### src/rtl/debounce_pkg.sv
// Shared definitions for the debounce block: qualification FSM encoding and a width helper.
// Combinational only; no latency or backpressure.
package debounce_pkg;

    localparam logic ST_STABLE  = 1'b0;
    localparam logic ST_QUALIFY = 1'b1;

    // Bits needed to hold values 0..value-1.
    function automatic int clog2(input int value);
        int result;
        int v;
        result = 0;
        v      = value - 1;
        while (v > 0) begin
            result = result + 1;
            v      = v >>> 1;
        end
        return result;
    endfunction

endpackage

### src/rtl/sync_chain.sv
// Multi-flop synchroniser for an asynchronous single-bit input; latency STAGES clocks.
// No backpressure: samples every clock, reset loads RESET_LEVEL into every stage.
module sync_chain #(
    parameter int   STAGES      = 2,
    parameter logic RESET_LEVEL = 1'b1
) (
    input  logic i_clk,
    input  logic i_rst,
    input  logic i_d,
    output logic o_q
);

    logic [STAGES-1:0] q;

    always_ff @(posedge i_clk) begin
        if (i_rst) begin
            q <= {STAGES{RESET_LEVEL}};
        end else begin
            q <= {q[STAGES-2:0], i_d};
        end
    end

    assign o_q = q[STAGES-1];

endmodule

### src/rtl/signal_debounce.sv
// Synchronise and glitch-filter a board input; latency SYNC_STAGES clocks + FILTER_CYCLES enabled samples.
// No backpressure: i_ce only gates sampling, state holds and pulses stay low while it is low.
module signal_debounce
    import debounce_pkg::*;
#(
    parameter int   SYNC_STAGES   = 2,
    parameter int   FILTER_CYCLES = 16,
    parameter logic RESET_LEVEL   = 1'b1
) (
    input  logic i_clk,
    input  logic i_rst,
    input  logic i_signal,
    input  logic i_ce,
    output logic o_signal,
    output logic o_changed,
    output logic o_glitch,
    output logic o_busy
);

    localparam int               CNT_W    = clog2(FILTER_CYCLES + 1);
    localparam logic [CNT_W-1:0] CNT_LAST = CNT_W'(FILTER_CYCLES - 1);

    logic             s;
    logic             diff;
    logic             state;
    logic             state_nxt;
    logic [CNT_W-1:0] cnt;
    logic [CNT_W-1:0] cnt_nxt;
    logic             signal_nxt;
    logic             changed_nxt;
    logic             glitch_nxt;

    sync_chain #(
        .STAGES      (SYNC_STAGES),
        .RESET_LEVEL (RESET_LEVEL)
    ) u_sync (
        .i_clk (i_clk),
        .i_rst (i_rst),
        .i_d   (i_signal),
        .o_q   (s)
    );

    assign diff = s ^ o_signal;

    always_ff @(posedge i_clk) begin
        if (i_rst) begin
            state     <= ST_STABLE;
            cnt       <= '0;
            o_signal  <= RESET_LEVEL;
            o_changed <= 1'b0;
            o_glitch  <= 1'b0;
        end else begin
            state     <= state_nxt;
            cnt       <= cnt_nxt;
            o_signal  <= signal_nxt;
            o_changed <= changed_nxt;
            o_glitch  <= glitch_nxt;
        end
    end

    always_comb begin
        state_nxt   = state;
        cnt_nxt     = cnt;
        signal_nxt  = o_signal;
        changed_nxt = 1'b0;
        glitch_nxt  = 1'b0;
        if (i_ce) begin
            case (state)
                ST_STABLE: begin
                    if (diff) begin
                        // A one-sample window needs no QUALIFY pass: accept immediately.
                        if (FILTER_CYCLES == 1) begin
                            signal_nxt  = s;
                            changed_nxt = 1'b1;
                        end else begin
                            cnt_nxt   = CNT_W'(1);
                            state_nxt = ST_QUALIFY;
                        end
                    end
                end
                ST_QUALIFY: begin
                    if (!diff) begin
                        glitch_nxt = 1'b1;
                        cnt_nxt    = '0;
                        state_nxt  = ST_STABLE;
                    end else if (cnt == CNT_LAST) begin
                        signal_nxt  = s;
                        changed_nxt = 1'b1;
                        cnt_nxt     = '0;
                        state_nxt   = ST_STABLE;
                    end else begin
                        cnt_nxt = cnt + CNT_W'(1);
                    end
                end
                default: begin
                    state_nxt = ST_STABLE;
                    cnt_nxt   = '0;
                end
            endcase
        end
    end

    always_comb begin
        o_busy = (state == ST_QUALIFY);
    end

endmodule

### config.mk
export PLATFORM = sky130hd
export DESIGN_NAME = signal_debounce
export DESIGN_NICKNAME = d
export VERILOG_FILES = /design/src/rtl/debounce_pkg.sv /design/src/rtl/sync_chain.sv /design/src/rtl/signal_debounce.sv
export SDC_FILE = /design/constraint.sdc
export NUM_CORES = 1
export LEC_CHECK = 0
export ABC_AREA = 1
export CAP_MARGIN = 20
export CORE_MARGIN = 4
export CORE_UTILIZATION = 35
export CTS_BUF_LIST = sky130_fd_sc_hd__clkbuf_2 sky130_fd_sc_hd__clkbuf_4 sky130_fd_sc_hd__clkbuf_8
export DETAILED_ROUTE_END_ITERATION = 12
export SLEW_MARGIN = 20
export SYNTH_ARGS = -nofsm -noshare
export SYNTH_HDL_FRONTEND = slang
export SYNTH_SLANG_ARGS = --single-unit
### constraint.sdc
create_clock -name i_clk -period 1.7 [get_ports i_clk]
set_clock_uncertainty 0.1 [all_clocks]
set_input_delay 0.34 -clock i_clk [delete_from_list [all_inputs] [get_ports i_clk]]
set_output_delay 0.34 -clock i_clk [all_outputs]
set_load 0.005 [all_outputs]
==> results.json <==
{
  "setup_viol": 0,
  "ys.warnings.count": 0,
  "max-cap-violations": 0,
  "synthArstFlopShare_pct": 0,
  "crit_chain": "clkdlybuf4s50_1",
  "pwr_density_cell_mw_per_mm2": 786,
  "ys_ff_latch": 11,
  "grt_max_degree": 10,
  "worstMarginPinSlew_ns": 0.328,
  "synth-xor-area-share_pct": 1.74,
  "diodes": 0,
  "firstDrtPassIters": 4,
  "antenna_found_initial": 0,
  "root_buffer": "clkbuf_4",
  "synth_area_um2": 504,
  "synth_top_family_by_area": "simple AND/OR/NAND/NOR gates",
  "critPathBufInv": 1,
  "drive_gt1_share_pct": 20.5,
  "die_x_um": 46.0,
  "min_period_ns": 1.58,
  "cts.clk_slew.worst_paths_ns": 0.07,
  "first_global_vias": 402,
  "start_util_pct": 37.8,
  "yosys.area_share.simple_pct": 39.0,
  "io_pins": 8,
  "final_util_pct": 46.7,
  "synth_top_area_share_pct": 43.7,
  "synth_compound_area_share_pct": 6.95,
  "setup_tns_ns": 0,
  "clock.fmax_mhz": 633,
  "regArea_um2": 221,
  "yosys-top-cells-area": "dfxtp_1, nand2_1, nand3_1",
  "ant_nets": 0,
  "clock-sinks": 11,
  "synthTopCellsByCount": "nand2_1, dfxtp_1, nand3_1, a21oi_1, inv_1",
  "cp_top_family": "buffers and inverters",
  "clock_latency_ns": 0.27,
  "portBuffers": 7,
  "dieArea_mm2": 0.00211,
  "end_kind": "output port",
  "maxSlewViolCount": 0,
  "rsz0062_at_grt": "no",
  "critPathKind": "flip-flop to output port",
  "synth_edf_count": 0,
  "fp-row-count": 13,
  "hpwl_um": 753,
  "area_growth_pct": 23.6,
  "syn-num-nets": 73,
  "htree_levels": 1,
  "crit_slowest_cell": "clkdlybuf4s50_1",
  "finalHoldViolations": 0,
  "period_share_pct": 93.0,
  "slowest_delay_ns": 0.51,
  "crit_arrival_ns": 1.14,
  "muxShareOfSynthArea_pct": 0,
  "start_kind": "flip-flop",
  "crit_fanout": 5,
  "drcViolationCount": 0,
  "vias": 449,
  "post_cts_buffers": 0,
  "vias_per_cell": 4.83,
  "die_h_um": 46.0,
  "syn_inst": 68,
  "finalNetCount": 84,
  "synth_cell_types": 19,
  "numCtsBuffers": 3,
  "grt.overflow.total": 0,
  "wl_per_cell_um": 10.3,
  "seq_area_frac_synth_pct": 43.7,
  "ys.flop_type": "dfxtp_1",
  "p_leak_nw": 0.265,
  "synth-adder-area-share_pct": 2.48,
  "multi_input_area_um2": 253,
  "post-synth-top-count-cell": "nand2_1",
  "design.core.area_mm2": 0.00133,
  "gp_congestion": 0.740,
  "drt-initial-drc-count": 5,
  "cp.required_ns": 1.26,
  "grt_pass1_wl_um": 1670,
  "status": "finished clean",
  "avgSynthCellArea_um2": 7.42,
  "synth_top_area_cell": "dfxtp_1",
  "hold_path.class": "flip-flop to flip-flop",
  "max_slew_margin_pct": 78.1,
  "cts_tree": "built",
  "cts_buffer_depth": 2,
  "grtUsageTotal_pct": 11.6,
  "fillers": 142,
  "wirelength_um": 960,
  "vdd_ir_drop_max_v": 0.000400
}
-- registers in the layout, indices dropped and copies added (netlist names) --
signal / cells
o_glitch: 1
cnt: 5
o_signal: 1
o_busy: 1
o_changed: 1
u_sync.q: 2
-- logic make-up (layout without fill, tap and decap cells) --
| group | Yosys count | after routing |
|---|---|---|
| compound gates | 7 | 7 |
| xor+xnor | 1 | 1 |
| simple gates | 40 | 40 |
| buf+inv | 8 | 18 |
| fa+ha+maj | 1 | 1 |
| flops | 11 | 11 |
-- placed cells by master, fill, tap and decap left out --
cell and n:
nor3_1 2, nor2_2 1, dfxtp_1 10, xor2_1 1
nand2_2 3, nand4_1 2, nor2_1 3, buf_4 1
o21ai_1 1, a21oi_1 6, nor2_4 1, clkdlybuf4s50_1 7
dfxtp_2 1, inv_1 4, nand2_1 17, nand3_1 8
clkbuf_4 4, inv_2 2, nand3_2 1, ha_1 1
or2_2 2
-- cell type report --
class | count | share of cell area, %
Multi-Input combinational cell | 49 | 40.6
Sequential cell | 11 | 35.5
Timing Repair Buffer | 8 | 12.4
Clock buffer | 4 | 4.82
Inverter | 6 | 3.61
Tap cell | 15 | 3.01
-- what timing repair did --
item / CTS / global route
hold buffers: 0 / 0
endpoints found under the setup margin: 0 / 1
gates resized for setup: 0 / 1
-- layer usage --
| layer | global-route usage [%] | share of wire (%) | vias to the layer above |
|---|---|---|---|
| met5 | 0 | 0 | - |
| met4 | 6.82 | 0.83 | 0 |
| met3 | 5.93 | 5.4 | 2 |
| met2 | 18.7 | 47 | 7 |
| met1 | 11.7 | 47 | 200 |
| li1 | - | - | 240 |
-- power breakdown --
| group | switching [mW] | internal, mW | total (mW) |
|---|---|---|---|
| clock | 0.0857 | 0.107 | 0.193 |
| combinational | 0.0172 | 0.0143 | 0.0316 |
| sequential | 0.00315 | 0.262 | 0.266 |
| total | 0.106 | 0.384 | 0.490 |
-- worst paths after layout --
path / startpoint / endpoint / slack [ns] / cells after the start
hold / removal: u_sync.q[0] / u_sync.q[1] / 0.31 / 1
hold reg to reg: u_sync.q[0] / u_sync.q[1] / 0.31 / 1
setup / recovery: o_signal / o_signal / 0.12 / 1
setup reg to reg: cnt[0] / o_signal / 0.36 / 6
-- stage by stage --
stage / cells / setup WS [ns] / instance area [um^2] / total power [mW] / hold slack [ns]
2_1_floorplan: 68 / 0.473 / 504 / 0.289 / 0.289
3_3_place_gp: 89 / 0.127 / 592 / 0.303 / 0.291
3_5_place_dp: 89 / 0.106 / 592 / 0.303 / 0.293
4_1_cts: 93 / 0.0441 / 622 / 0.496 / 0.309
5_1_grt: 93 / 0.0642 / 623 / 0.514 / 0.326
6_report: 93 / 0.119 / 623 / 0.490 / 0.308
No activity file was read; power rests on OpenSTA's default activity.
